$ cat src/rtl/dot_stream_acc.sv
// Streaming Q-format dot product: weights via master_*, activations via master2_*,
// optional bias add and SRAM write-back. Build macro RELU_EN clamps negative results to 0.
module dot_stream_acc #(
  parameter int DATA_W     = 32,
  parameter int FRAC_W     = 16,
  parameter int LEN_W      = 16,
  parameter int FIFO_DEPTH = 4
) (
  input  logic              clk,
  input  logic              rst,
  output logic              slave_waitrequest,
  input  logic [3:0]        slave_address,
  input  logic              slave_read,
  output logic [DATA_W-1:0] slave_readdata,
  input  logic              slave_write,
  input  logic [DATA_W-1:0] slave_writedata,
  input  logic              master_waitrequest,
  output logic [31:0]       master_address,
  output logic              master_read,
  input  logic [DATA_W-1:0] master_readdata,
  input  logic              master_readdatavalid,
  output logic              master_write,
  output logic [DATA_W-1:0] master_writedata,
  input  logic              master2_waitrequest,
  output logic [31:0]       master2_address,
  output logic              master2_read,
  input  logic [DATA_W-1:0] master2_readdata,
  input  logic              master2_readdatavalid,
  output logic              master2_write,
  output logic [DATA_W-1:0] master2_writedata
);
  localparam int PW = $clog2(FIFO_DEPTH);
  localparam int CW = PW + 1;

  typedef enum logic [1:0] {IDLE, STREAM, BIAS, WRITE} state_t;
  state_t state, state_nx;

  logic [31:0]              bias_addr, w_addr, a_addr, out_addr;
  logic [LEN_W-1:0]         len, cnt_reg, w_iss, a_iss, pop_cnt, w_out, a_out;
  logic                     bias_en, wb_en, bias_issued;
  logic signed [DATA_W-1:0] result, acc_p1, acc_nx, final_val;
  logic                     start, done, w_req, a_req, w_push, a_push, pop;

  logic signed [DATA_W-1:0] w_mem [FIFO_DEPTH];
  logic signed [DATA_W-1:0] a_mem [FIFO_DEPTH];
  logic [PW-1:0]            w_wp, w_rp, a_wp, a_rp;
  logic [CW-1:0]            w_cnt, a_cnt;
  logic signed [DATA_W-1:0] w_head, a_head;

  logic signed [2*DATA_W-1:0] p_p0;
  logic                       vld_p0;

  function automatic logic signed [2*DATA_W-1:0] mul_q(input logic signed [DATA_W-1:0] x,
                                                      input logic signed [DATA_W-1:0] y);
    logic signed [2*DATA_W-1:0] xe, ye;
    xe = {{DATA_W{x[DATA_W-1]}}, x};
    ye = {{DATA_W{y[DATA_W-1]}}, y};
    return xe * ye;
  endfunction

  // Truncating rescale back to Q(DATA_W-FRAC_W).FRAC_W; overflow wraps.
  function automatic logic signed [DATA_W-1:0] scale_q(input logic signed [2*DATA_W-1:0] p);
    return DATA_W'(p >>> FRAC_W);
  endfunction

  function automatic logic signed [DATA_W-1:0] relu_q(input logic signed [DATA_W-1:0] v);
`ifdef RELU_EN
    return v[DATA_W-1] ? '0 : v;
`else
    return v;
`endif
  endfunction

  assign start  = (state == IDLE) && slave_write && (slave_address == 4'd0);
  assign w_out  = w_iss - pop_cnt;
  assign a_out  = a_iss - pop_cnt;
  assign w_req  = (state == STREAM) && (w_iss != len) && (w_out < LEN_W'(FIFO_DEPTH));
  assign a_req  = (state == STREAM) && (a_iss != len) && (a_out < LEN_W'(FIFO_DEPTH));
  assign w_push = (state == STREAM) && master_readdatavalid;
  assign a_push = (state == STREAM) && master2_readdatavalid;
  assign pop    = (state == STREAM) && (w_cnt != '0) && (a_cnt != '0);
  assign w_head = w_mem[w_rp];
  assign a_head = a_mem[a_rp];

  assign master_write     = 1'b0;
  assign master_writedata = '0;

  // The product in flight is folded in combinationally so the exit cycle sees the full sum.
  always_comb begin
    acc_nx = acc_p1;
    if (vld_p0)
      acc_nx = acc_p1 + scale_q(p_p0);
    else if (state == BIAS && bias_issued && master_readdatavalid)
      acc_nx = acc_p1 + $signed(master_readdata);
  end

  assign final_val = relu_q(acc_nx);

  always_comb begin
    state_nx          = state;
    done              = 1'b0;
    slave_waitrequest = (state != IDLE);
    master_read       = 1'b0;
    master_address    = '0;
    master2_read      = 1'b0;
    master2_address   = '0;
    master2_write     = 1'b0;
    master2_writedata = '0;
    case (state)
      IDLE: if (start) state_nx = STREAM;
      STREAM: begin
        master_read  = w_req;
        master2_read = a_req;
        if (w_req) master_address  = w_addr + 32'({w_iss, 2'b00});
        if (a_req) master2_address = a_addr + 32'({a_iss, 2'b00});
        if (pop_cnt == len) begin
          if (bias_en)    state_nx = BIAS;
          else if (wb_en) state_nx = WRITE;
          else begin
            state_nx = IDLE;
            done     = 1'b1;
          end
        end
      end
      BIAS: begin
        master_read = !bias_issued;
        if (!bias_issued) master_address = bias_addr;
        if (bias_issued && master_readdatavalid) begin
          if (wb_en) state_nx = WRITE;
          else begin
            state_nx = IDLE;
            done     = 1'b1;
          end
        end
      end
      WRITE: begin
        master2_write     = 1'b1;
        master2_address   = out_addr;
        master2_writedata = final_val;
        if (!master2_waitrequest) begin
          state_nx = IDLE;
          done     = 1'b1;
        end
      end
      default: state_nx = IDLE;
    endcase
  end

  always_comb begin
    slave_readdata = '0;
    if (state == IDLE && slave_read) begin
      case (slave_address)
        4'd0:    slave_readdata = result;
        4'd1:    slave_readdata = DATA_W'(bias_addr);
        4'd2:    slave_readdata = DATA_W'(w_addr);
        4'd3:    slave_readdata = DATA_W'(a_addr);
        4'd4:    slave_readdata = DATA_W'(out_addr);
        4'd5:    slave_readdata = DATA_W'(len);
        4'd6:    slave_readdata = DATA_W'({wb_en, bias_en});
        4'd7:    slave_readdata = DATA_W'(cnt_reg);
        default: slave_readdata = '0;
      endcase
    end
  end

  always_ff @(posedge clk) begin
    if (rst) begin
      state       <= IDLE;
      bias_addr   <= '0;
      w_addr      <= '0;
      a_addr      <= '0;
      out_addr    <= '0;
      len         <= '0;
      bias_en     <= 1'b0;
      wb_en       <= 1'b0;
      w_iss       <= '0;
      a_iss       <= '0;
      pop_cnt     <= '0;
      bias_issued <= 1'b0;
      result      <= '0;
      cnt_reg     <= '0;
    end else begin
      state <= state_nx;
      if (state == IDLE && slave_write) begin
        case (slave_address)
          4'd1: bias_addr <= 32'(slave_writedata);
          4'd2: w_addr    <= 32'(slave_writedata);
          4'd3: a_addr    <= 32'(slave_writedata);
          4'd4: out_addr  <= 32'(slave_writedata);
          4'd5: len       <= slave_writedata[LEN_W-1:0];
          4'd6: begin
            bias_en <= slave_writedata[0];
            wb_en   <= slave_writedata[1];
          end
          default: ;
        endcase
      end
      if (start) begin
        w_iss       <= '0;
        a_iss       <= '0;
        pop_cnt     <= '0;
        bias_issued <= 1'b0;
      end else begin
        if (w_req && !master_waitrequest)  w_iss   <= w_iss + LEN_W'(1);
        if (a_req && !master2_waitrequest) a_iss   <= a_iss + LEN_W'(1);
        if (pop)                           pop_cnt <= pop_cnt + LEN_W'(1);
        if (state == BIAS && !bias_issued && !master_waitrequest) bias_issued <= 1'b1;
      end
      if (done) begin
        result  <= final_val;
        cnt_reg <= pop_cnt;
      end
    end
  end

  // Stage p0: pop one pair into the product register; stage p1: accumulate.
  always_ff @(posedge clk) begin
    if (rst || start) begin
      w_wp   <= '0;
      w_rp   <= '0;
      w_cnt  <= '0;
      a_wp   <= '0;
      a_rp   <= '0;
      a_cnt  <= '0;
      vld_p0 <= 1'b0;
      p_p0   <= '0;
      acc_p1 <= '0;
    end else begin
      if (w_push) w_wp <= w_wp + PW'(1);
      if (a_push) a_wp <= a_wp + PW'(1);
      if (pop) begin
        w_rp <= w_rp + PW'(1);
        a_rp <= a_rp + PW'(1);
        p_p0 <= mul_q(w_head, a_head);
      end
      w_cnt  <= w_cnt + CW'(w_push) - CW'(pop);
      a_cnt  <= a_cnt + CW'(a_push) - CW'(pop);
      vld_p0 <= pop;
      acc_p1 <= acc_nx;
    end
  end

  always_ff @(posedge clk) begin
    if (w_push) w_mem[w_wp] <= master_readdata;
    if (a_push) a_mem[a_wp] <= master2_readdata;
  end

endmodule
$ cat config.mk
export PLATFORM = sky130hd
export DESIGN_NAME = dot_stream_acc
export DESIGN_NICKNAME = d
export VERILOG_FILES = /design/src/rtl/dot_stream_acc.sv
export SDC_FILE = /design/constraint.sdc
export NUM_CORES = 2
export LEC_CHECK = 0
export ABC_CLOCK_PERIOD_IN_PS = 28300
export BUFFER_PORTS_ARGS = -buffer_cell sky130_fd_sc_hd__buf_4
export CORE_MARGIN = 1.5
export CORE_UTILIZATION = 40
export CTS_CLUSTER_DIAMETER = 50
export DETAILED_ROUTE_END_ITERATION = 10
export GPL_TIMING_DRIVEN = 0
export HOLD_SLACK_MARGIN = 0.12
export SLEW_MARGIN = 20
export SYNTH_ARGS = -nofsm -noshare
export SYNTH_HDL_FRONTEND = slang
export SYNTH_SLANG_ARGS = --single-unit
$ cat constraint.sdc
create_clock -name clk -period 28.3 [get_ports clk]
set_input_delay 1.415 -clock clk [delete_from_list [all_inputs] [get_ports clk]]
set_output_delay 1.415 -clock clk [all_outputs]
set_load 0.03 [all_outputs]
==> impl_metrics.env <==
export IMPL_synth_ff_type="dfxtp_1"
export IMPL_timing_final_crit_period_ns=13.42
export IMPL_numCtsBuffers=79
export IMPL_pre_cts_slack_ns=15.08
export IMPL_netlist_area_mm2=0.05866
export IMPL_gp_congestion=1.045
export IMPL_ys_seq_area_frac=0.2430
export IMPL_start_util=0.4030
export IMPL_cts_tree="done"
export IMPL_arrival_ns=14.00
export IMPL_finalSetupTns_ns=0
export IMPL_synth_top_area_frac=0.2880
export IMPL_syn2layout_area_growth_pct=12.91
export IMPL_hold_path_class="reg2reg"
export IMPL_num_io_pins=273
export IMPL_rows=140
export IMPL_wl_per_cell_um=27.61
export IMPL_synthDistinctLibCells=83
export IMPL_synthTopCellsByCount="1,080 x nand2_1, 894 x inv_1, 844 x fa_1"
export IMPL_cts_root_buf="clkbuf_16"
export IMPL_cts_resized=0
export IMPL_port_buffers=238
export IMPL_max_freq_mhz=74.54
export IMPL_fin_util=0.4550
export IMPL_drive_above_1_share=0.08475
export IMPL_setup_slack_ns=14.88
export IMPL_drc=0
export IMPL_rsz0062_at_grt="false"
export IMPL_cap_violations=0
export IMPL_grt_ovfl_total=0
export IMPL_wirelength_um=241100
export IMPL_crit_path_frequent_cell="fa_1"
export IMPL_cts_buffer_depth=3
export IMPL_slowest_delay_ns=0.78
export IMPL_tightestPinTransition_ns=1.214
export IMPL_crit_fanout=10
export IMPL_top_regs="a_mem x128, w_mem x128"
export IMPL_post_cts_buffers=0
export IMPL_slew_headroom=0.1852
export IMPL_yosys_area_top_type="fa_1"
export IMPL_criticalPathCategory="reg2reg"
export IMPL_vias=48320
export IMPL_grt_pass1_wl_um=345100
export IMPL_final_antenna_net_count=0
export IMPL_synthArstFlopShare=0
export IMPL_fin_nets=7998
export IMPL_startpoint_type="flop"
export IMPL_worstPathRequired_ns=28.89
export IMPL_die_h_um=386.0
export IMPL_skew_ns=0.06155
export IMPL_slowest_stage="o21a_1"
export IMPL_ys_warn_count=0
export IMPL_whs_ns=0.4654
export IMPL_synth_edf_count=256
export IMPL_die_w_um=386.0
export IMPL_syn_inst=6370
export IMPL_drt_iter0_drc=4618
export IMPL_clkTransAtPathRegs_ns=0.05
export IMPL_ys_ff_latch=584
export IMPL_clock_latency_ns=0.70
export IMPL_status="finished, final reports clean"
export IMPL_core_area_mm2=0.1456
export IMPL_antenna_found_initial=14
export IMPL_grt_max_degree=27
export IMPL_dr_pass1_iters=6
export IMPL_synth_top_cells_by_area="fa_1 29%, edfxtp_1 13%, dfxtp_1 11%"
export IMPL_setup_viol=0
export IMPL_die_area_mm2=0.1490
export IMPL_gr_usage_all_layers=0.3262
export IMPL_hold_buffers=0
export IMPL_avgViaCountPerCell=5.533
export IMPL_finalMaxSlewViolations=0
export IMPL_finalHoldViolCount=0
export IMPL_cts_sinks=584
export IMPL_cp_end_kind="flop"
export IMPL_yosysMostFrequentCell="nand2_1"
export IMPL_grt_pass1_vias=49420
export IMPL_dp_hpwl_um=198600
export IMPL_avgSynthCellArea_um2=9.209
export IMPL_htree_levels=3
export IMPL_fin_crit_sh=0.4741
-- metal layers --
layer | global-route usage | wire length, um | vias up
met1 | 0.3771 | 87100 | 24120
met5 | 0 | 67 | -
met4 | 0.2267 | 20540 | 12
met3 | 0.07582 | 21640 | 666
li1 | - | - | 21160
met2 | 0.5350 | 111800 | 2358
-- cell usage in the layout (no fill, tap or decap), drive strengths merged, types with 23 or more instances in the layout --
cell type,n
nand2,1081
inv,906
fa,844
nor2,542
clkbuf,371
dfxtp,328
buf,322
a21oi,320
ha,305
edfxtp,256
o21ai,220
xor2,138
xnor2,128
and2,117
mux2i,86
a21o,63
a22oi,56
nand3,53
o21a,51
mux2,50
nor3,50
and3,39
a31oi,38
mux4,33
conb,33
nor2b,30
nand4,29
or3,28
nor4,24
a22o,23
-- metrics by stage --
step | instances | instance area [um2]
global placement | 8557 | 62970
CTS | 8725 | 66210
finish | 8734 | 66240
global route | 8725 | 66210
floorplan | 6402 | 58780
detailed placement | 8577 | 63420
-- cell families (layout without fill, tap and decap cells) --
group           after synthesis  after routing  synth area share
compound gates              911            911           0.09653
xor+xnor                    266            266           0.03971
fa+ha+maj                  1149           1149            0.3531
buf+inv                    1232           1638           0.08105
flops                       584            584            0.2430
mux                         169            169           0.03700
other cells                   1             42        0.00006392
simple gates               2058           2058            0.1496
-- final timing paths --
| check | startpoint | end | slack [ns] | depth (start not counted) |
|---|---|---|---|---|
| worst max register to register | flop | p_p0[45] | 14.88 | 33 |
| worst min-delay path | p_p0[32] | p_p0[32] | 0.47 | 2 |
| worst min register to register | p_p0[32] | p_p0[32] | 0.47 | 2 |
| worst max-delay path | flop | p_p0[45] | 14.88 | 33 |
-- cell type report --
cell class,count,area (um2)
buffer,337,1396
timing repair buffer,258,2097
antenna,9,22.52
tap,1917,2399
inverter,895,3359
clock inverter,50,690.7
multi-input combinational,4586,39920
clock buffer,98,2101
fill,14130,79330
sequential,584,14250
-- worst max-delay path, delay by kind of cell, from the launching register on --
family | cells | cell delay, ns
AO/OA/AOI/OAI | 6 | 3.00
XOR/XNOR | 1 | 0.42
adder cells (fa/ha/maj) | 9 | 4.78
buffers and inverters | 9 | 3.44
flip-flops | 1 | 0.31
multiplexers | 1 | 0.16
AND/OR/NAND/NOR | 7 | 1.16
Power is not shown: default switching activity piles up to over one toggle a cycle in this logic, so the estimate is an artifact.
